==> src/rtl/fetch_sequencer_pkg.sv <==
// Shared definitions for the fetch sequencer: state encoding, bubble encoding
// and default PC parameters.
package fetch_sequencer_pkg;

    typedef enum logic [1:0] {
        FS_ISSUE = 2'd0,
        FS_WAIT  = 2'd1,
        FS_HOLD  = 2'd2,
        FS_DRAIN = 2'd3
    } fs_state_t;

    localparam logic [31:0] NOP_INSTR        = 32'h0000_0000;
    localparam int unsigned DEFAULT_PC_STEP  = 4;
    localparam logic [31:0] DEFAULT_RESET_PC = 32'h0000_0000;

endpackage

==> src/rtl/fetch_hold_buf.sv <==
// Single-entry instruction buffer that keeps a returned instruction while the
// hazard unit holds the pipeline.
module fetch_hold_buf #(
    parameter int unsigned W = 32
) (
    input  logic         clk,
    input  logic         rst_n,
    input  logic         load,
    input  logic         clear,
    input  logic [W-1:0] din,
    output logic [W-1:0] dout,
    output logic         valid
);

    // NOTE: the data register is reset as well as the valid bit; it is a
    // single flop row, and a known value keeps bubbles clean downstream.
    always_ff @(posedge clk) begin
        if (!rst_n) begin
            valid <= 1'b0;
            dout  <= '0;
        end else if (clear) begin
            valid <= 1'b0;
        end else if (load) begin
            valid <= 1'b1;
            dout  <= din;
        end
    end

endmodule

==> src/rtl/fetch_sequencer.sv <==
// Pipeline stage-1 fetch sequencer: owns the PC, issues one instruction-memory
// request at a time, buffers under stall and applies branch/jump redirects.
module fetch_sequencer
    import fetch_sequencer_pkg::*;
#(
    parameter int unsigned       ADDR_W   = 32,
    parameter int unsigned       INSTR_W  = 32,
    parameter logic [ADDR_W-1:0] RESET_PC = ADDR_W'(DEFAULT_RESET_PC),
    parameter int unsigned       PC_STEP  = DEFAULT_PC_STEP
) (
    input  logic               clk,
    input  logic               rst_n,
    output logic               imem_req_valid,
    input  logic               imem_req_ready,
    output logic [ADDR_W-1:0]  imem_req_addr,
    input  logic               imem_rsp_valid,
    input  logic [INSTR_W-1:0] imem_rsp_data,
    input  logic               stall_in,
    input  logic               redirect_valid,
    input  logic [ADDR_W-1:0]  redirect_pc,
    output logic               fetch_valid_out,
    output logic [INSTR_W-1:0] fetch_instrn_out,
    output logic [ADDR_W-1:0]  fetch_pc_out,
    output logic               fetch_flush_out,
    output logic               fetch_hazard_out
);

    localparam logic [INSTR_W-1:0] BUBBLE = INSTR_W'(NOP_INSTR);
    localparam logic [ADDR_W-1:0]  STEP   = ADDR_W'(PC_STEP);

    fs_state_t          state, state_nxt;
    logic [ADDR_W-1:0]  pc_reg, pc_nxt;
    logic [ADDR_W-1:0]  inflight_pc, inflight_nxt;
    logic               deliver;
    logic [INSTR_W-1:0] deliver_instr;
    logic               hold_load, hold_clear, hold_valid;
    logic [INSTR_W-1:0] hold_data;

    fetch_hold_buf #(.W(INSTR_W)) u_hold_buf (
        .clk   (clk),
        .rst_n (rst_n),
        .load  (hold_load),
        .clear (hold_clear),
        .din   (imem_rsp_data),
        .dout  (hold_data),
        .valid (hold_valid)
    );

    assign imem_req_addr = pc_reg;

    // NOTE: every signal written here gets a default first so no latch is
    // inferred on paths that leave it untouched.
    always_comb begin
        state_nxt      = state;
        pc_nxt         = pc_reg;
        inflight_nxt   = inflight_pc;
        hold_load      = 1'b0;
        hold_clear     = 1'b0;
        deliver        = 1'b0;
        deliver_instr  = BUBBLE;
        imem_req_valid = (state == FS_ISSUE) && rst_n && !stall_in && !redirect_valid;

        if (redirect_valid) begin
            pc_nxt     = redirect_pc;
            hold_clear = 1'b1;
            // An outstanding response still has to be swallowed unless it is
            // arriving right now.
            if (state == FS_WAIT || state == FS_DRAIN)
                state_nxt = imem_rsp_valid ? FS_ISSUE : FS_DRAIN;
            else
                state_nxt = FS_ISSUE;
        end else begin
            case (state)
                FS_ISSUE: begin
                    if (imem_req_valid && imem_req_ready) begin
                        inflight_nxt = pc_reg;
                        pc_nxt       = pc_reg + STEP;
                        state_nxt    = FS_WAIT;
                    end
                end
                FS_WAIT: begin
                    if (imem_rsp_valid) begin
                        if (stall_in) begin
                            hold_load = 1'b1;
                            state_nxt = FS_HOLD;
                        end else begin
                            deliver       = 1'b1;
                            deliver_instr = imem_rsp_data;
                            state_nxt     = FS_ISSUE;
                        end
                    end
                end
                FS_HOLD: begin
                    if (!stall_in) begin
                        deliver       = hold_valid;
                        deliver_instr = hold_data;
                        hold_clear    = 1'b1;
                        state_nxt     = FS_ISSUE;
                    end
                end
                FS_DRAIN: begin
                    if (imem_rsp_valid)
                        state_nxt = FS_ISSUE;
                end
                default: state_nxt = FS_ISSUE;
            endcase
        end
    end

    // NOTE: state is updated with non-blocking assignments so every register
    // samples the pre-edge values regardless of statement order.
    always_ff @(posedge clk) begin
        if (!rst_n) begin
            state            <= FS_ISSUE;
            pc_reg           <= RESET_PC;
            inflight_pc      <= '0;
            fetch_valid_out  <= 1'b0;
            fetch_instrn_out <= BUBBLE;
            fetch_pc_out     <= '0;
            fetch_flush_out  <= 1'b0;
            fetch_hazard_out <= 1'b0;
        end else begin
            state            <= state_nxt;
            pc_reg           <= pc_nxt;
            inflight_pc      <= inflight_nxt;
            fetch_valid_out  <= deliver;
            fetch_instrn_out <= deliver ? deliver_instr : BUBBLE;
            fetch_pc_out     <= deliver ? inflight_pc + STEP : '0;
            fetch_flush_out  <= redirect_valid;
            fetch_hazard_out <= stall_in && !deliver;
        end
    end

endmodule

==> config.mk <==
export PLATFORM = sky130hd
export DESIGN_NAME = fetch_sequencer
export DESIGN_NICKNAME = d
export VERILOG_FILES = /design/src/rtl/fetch_sequencer_pkg.sv /design/src/rtl/fetch_hold_buf.sv /design/src/rtl/fetch_sequencer.sv
export SDC_FILE = /design/constraint.sdc
export NUM_CORES = 1
export LEC_CHECK = 0
export ABC_AREA = 1
export ABC_CLOCK_PERIOD_IN_PS = 2570
export CORE_MARGIN = 4
export CORE_UTILIZATION = 25
export DETAILED_ROUTE_END_ITERATION = 10
export HOLD_SLACK_MARGIN = 0.12
export PLACE_DENSITY = 0.48
export SETUP_SLACK_MARGIN = 0.2
export SYNTH_ARGS = -nofsm -noshare
export SYNTH_HDL_FRONTEND = slang
export SYNTH_HIERARCHICAL = 1
export SYNTH_SLANG_ARGS = --single-unit
==> constraint.sdc <==
create_clock -name clk -period 2.57 [get_ports clk]
set_clock_uncertainty 0.05 [all_clocks]
set_input_delay 0.6425 -clock clk [delete_from_list [all_inputs] [get_ports clk]]
set_output_delay 0.6425 -clock clk [all_outputs]
set_load 0.01 [all_outputs]
* Word-level counts from Yosys, hierarchy flattened
Index checks and enable logic that the tools add are counted.
** Word-level totals
- Register bits :: 166
- Bits in latches :: 0
- Bits in writable memories :: 0
- Bits in read-only memories :: 0
- Input port bits :: 70
- Output and inout bits :: 100
- Logic and storage cells :: 69
- Memories kept :: 0
** Cells by class
- $add $sub $neg :: 2
- Multiply operators :: 0
- Divide/modulo/power cells :: 0
- $lt $le $gt $ge :: 0
- Equality and inequality tests :: 7
- Shifts and indexed selects :: 0
- Mux-type cells :: 27
- Bitwise logic cells :: 4
- Reduce and logical (&&, ||, !) cells :: 19
** Operators with widths (number)
- $mux 32 :: 6
- $add 32x3->32 const B :: 2
- $pmux 32 s2 :: 1
- $mux 2 :: 8
- $mux 1 :: 10
- $ne 3x3->1 const B :: 3
- $pmux 2 s4 :: 1
- $reduce_and 2->1 :: 3
- $logic_and 1x1->1 :: 5
- $eq 2x2->1 const B :: 2
- $not 1->1 :: 4
- $reduce_and 4->1 :: 1
- $reduce_bool 2->1 :: 2
- $logic_not 1->1 :: 3
- $ne 3x2->1 const B :: 1
- $reduce_and 3->1 :: 1
- $reduce_or 3->1 :: 1
- $eq 2x1->1 const B :: 1
- $logic_not 2->1 :: 1
- $pmux 1 s2 :: 1
- $reduce_or 2->1 :: 1
- $logic_or 1x1->1 :: 1

* Longest topological paths before layout
- Depth after elaboration :: 8
- Depth in mapped cells :: 12
- Depth with buffers taken out :: 12

* Cells and area by module
Netlist, hierarchy kept.
** By module, submodules not included
- fetch_sequencer :: instances 1, cells each 923, area an instance 6376.1 um^2, seq. area each 2662.6 um^2
- fetch_hold_buf :: instances 1, cells each 212, area an instance 1426.4 um^2, seq. area each 660.6 um^2

* Worst setup path after synthesis
OpenSTA, ideal clock, no wires.
- Path kind :: in2out
- From :: in redirect_valid
- To :: out imem_req_valid
- Arrival time :: 1.297 ns
- Data required time :: 1.877 ns
- Slack :: 0.580 ns
- Stages :: 3
- Path buffers :: 2
- Path through :: buf_2 > clkbuf_1 > nor3_1
** On the way
- Longest elaborated chain between the ends :: 2
** Ends and longest elaborated chain
- from (decl) :: RTL line fetch_sequencer.sv:19 : input logic redirect_valid,
- $logic_not 1->1 :: RTL line fetch_sequencer.sv:61 : imem_req_valid = (state == FS_ISSUE) && rst_n && !stall_in && !redirect_valid;
- $logic_and 1x1->1 :: RTL line fetch_sequencer.sv:61
- to (decl) :: RTL line fetch_sequencer.sv:13 : output logic imem_req_valid,
Every way passes these cells.

* Final worst setup path
- From :: reg pc_reg[5] (netlist: imem_req_addr[5])
- To :: out imem_req_addr[5]
** RTL lines
- from (decl) :: RTL line fetch_sequencer.sv:32 : logic [ADDR_W-1:0] pc_reg, pc_nxt;
- from (signal assigned) :: RTL line fetch_sequencer.sv:124 : pc_reg <= pc_nxt;
- to (decl) :: RTL line fetch_sequencer.sv:15 : output logic [ADDR_W-1:0] imem_req_addr,
No word-level cell between the ends.

==> metrics.csv <==
metric,value,unit
antenna violations before repair,1,
"commonest cells after routing, fill and taps aside","231 x nand2_1, 167 x clkdlybuf4s50_1, 166 x dfxtp_1",
Initial Util,25.44,%
Finished Core Util,34.71,%
met3 Use GR,3.000,%
Via Count,7876,
internal power,4.539,mW
Slew @ Worst Pin,0.5147,ns
initial drt markers,420,
CTS max path bufs,2,
grt met2 use,25.69,%
max_slew headroom,65.42,%
setup ws final,0.2897,ns
Synth Net Count,1212,
r2r startpoint,state[1]$_SDFFE_PN0P_,
Seq cells post-synth,166,
Logic pwr share,10.1,%
"Clk Latency, worst-skew pair",0.43,ns
TritonRoute pass-1 iters,5,
fin. max-slew vios,0,
maxcap violations,0,
GP Congestion,0.8606,
end of the worst hold path,fetch_pc_out[0]$_SDFF_PN0_,
Peak Freq,0.4385,GHz
hold_sp,inflight_pc[0]$_SDFFE_PN0P_,
post-synthesis cell type count,35,
DPL Wire Length,20470,um
Synth Cell Area,7802,um2
vias in the first global route,7741,
nature of the critical path endpoint,primary output,
Routed Antenna Nets,0,
required time of the critical path,1.88,ns
status,"complete, no violations",
Syn Inst Count,1135,
switch share,24.21,%
core area,30670,um2
endpoints failing hold,0,
IO Pins,170,
pwr dens,562.5,nW/um2
dpl ws,-0.06999,ns
clk slew on worst S/H paths,0.07,ns
"slowest stage delay, CP",0.61,ns
Die X,184.7,um
fin crit share,88.73,%
synth-to-layout area growth,36.45,%
Top delay family on crit path,buffers and inverters,
CTS tree,done,
Cell Rows,64,
GRT overflow,0,
drt drc,0,
CTS root buf,clkbuf_16,
R2R Setup Slk,0.55,ns
first-pass GRT wire length,43390,um
crit path cell chain,clkdlybuf4s50_1,
Vias/cell,4.622,
CP max stage cell,clkdlybuf4s50_1,
I/O Buffers,169,
Buf/Inv on CP,1,
H-tree depth,4,
GRT Overall Usage,16.25,%
post-layout min period,2.280,ns
die area,34100,um2
Min-Delay Path Class,reg -> reg,
share of power burned in registers,45.3,%
startpoint types,register,
total detailed-routing wirelength,27880,um
post-synthesis sequential area ratio,42.59,%
layout cells sized above 1,7.422,%
leakage power,3.802,nW
postcts setup bufs,0,
worst r2r dst,u_hold_buf/dout[24]$_SDFFE_PN0P_,
DIE HEIGHT,184.7,um
"commonest non-fill, non-tap cell in the layout",nand2_1,
largest net degree at the start of global routing,75,
crit path DAT,1.59,ns
Setup Viol. Count Final,0,
nets,1376,
Peak VDD IR,0.0004350,V
Top Usage Layer GRT,met2,
Sw Pwr,1.450,mW
R2R cell count,9,
met1 GRT Util,22.61,%
WS Path Type,reg -> out,
Critical Path Fanout Max,5,
unrepaired setup endpoints after global routing,false,
CTS Sinks,166,
clock share of power,44.5,%
Mean Syn Cell Area,6.874,um2
Yosys warnings,6,
CTS Buf Count,17,
DR WL/cell,16.36,um
Worst Hold Depth,2,
-- registers in the layout, summed over array words and instances, names as in the netlist --
| signal | cells |
|---|---|
| u_hold_buf/dout | 32 |
| fetch_flush_out | 1 |
| fetch_hazard_out | 1 |
| imem_req_addr | 32 |
| inflight_pc | 32 |
| u_hold_buf/valid | 1 |
| fetch_instrn_out | 32 |
| state | 2 |
| fetch_pc_out | 32 |
| fetch_valid_out | 1 |
-- worst max-delay path by stage --
stage / start / endpoint / cells past startpoint
4_1_cts: stall_in / imem_req_valid / 3
6_report: imem_req_addr[5]$_SDFFE_PN0P_ / imem_req_addr[5] / 1
5_1_grt: imem_req_addr[25]$_SDFFE_PN0P_ / imem_req_addr[25] / 1
2_1_floorplan: redirect_valid / imem_req_valid / 3
3_3_place_gp: stall_in / imem_req_valid / 3
3_5_place_dp: stall_in / imem_req_valid / 3
-- cell type report --
cell class,instances,area (um2)
clock buffers,23,498.0
well taps,396,495.5
flip-flops and latches,166,3323
repair buffers,208,2049
fillers,3335,20020
inverters,130,488.0
clock inverters,4,95.09
diodes,1,2.502
multi-input cells,776,3695
-- worst reg2reg max path, cell delays in order (launching register included) --
cell	delay, ns
dfxtp_1	0.34
inv_1	0.10
ha_1	0.18
buf_4	0.38
nand3_1	0.15
nor2_2	0.16
buf_4	0.31
nand3_1	0.13
nand2_1	0.07
nor2_1	0.04
-- through the flow --
stage	hold WS, ns	power, mW	cell area, um2	TNS (ns)	cells
finish	0.3888	5.989	10650	0	1704
global route	0.4223	6.234	10650	0	1704
CTS	0.3911	6.064	10650	0	1703
detailed placement	0.3823	3.382	10050	-0.06999	1676
global placement	0.3839	3.381	10050	-0.03951	1676
floorplan	0.3660	3.035	7802	0	1135
-- cell families (layout without fill, tap and decap cells) --
| logic type | Yosys count | count (layout) | synth area share, % |
|---|---|---|---|
| flip-flops | 166 | 166 | 42.59 |
| XOR/XNOR | 7 | 7 | 0.7858 |
| AND/OR/NAND/NOR | 579 | 579 | 32.50 |
| other | 0 | 1 | 0 |
| AO/OA/AOI/OAI | 183 | 183 | 12.84 |
| adder cells (fa/ha/maj) | 7 | 7 | 1.122 |
| buffers and inverters | 193 | 365 | 10.15 |
-- synthesized netlist by cell type (all sizes together) --
cell    number  area (um2)
a211oi       4       50.05
a21oi      107       543.0
a221oi       1       15.01
a31oi        8       50.05
a41oi        1       8.760
buf         34       195.2
clkbuf      29       108.9
dfxtp      166        3323
ha           7       87.58
inv        130       488.0
nand2      232       873.3
nand3      115       588.1
nand3b       3       22.52
nand4       43       269.0
nor2       162       655.6
nor3        19       95.09
nor3b        1       7.510
nor4         1       6.260
o211ai       3       22.52
o21ai       54       270.3
o21bai       1       7.510
o221ai       4       35.03
or2          3       18.77
xnor2        1       8.760
xor2         6       52.55
-- power by group through the flow --
stage          sequential (mW)  combinational (mW)  clock, mW
5_1_grt                   2.72               0.671       2.84
3_5_place_dp              2.77               0.610          0
3_3_place_gp              2.77               0.608          0
4_1_cts                   2.71               0.614       2.74
2_1_floorplan             2.76               0.279          0
6_report                  2.72               0.608       2.67
-- layer usage --
metal / vias up / share of wire (%)
li1: 4017 / -
met1: 3650 / 49
met2: 178 / 45
met3: 31 / 4.1
met4: 0 / 2.0
met5: - / 0
-- timing repair --
action                                  4_1_cts  5_1_grt
hold buffers                                  0        0
endpoints found under the setup margin        1        1
hold endpoints to repair                      0        0
resized for setup                             2        2
(Power assumes the default switching activity.)
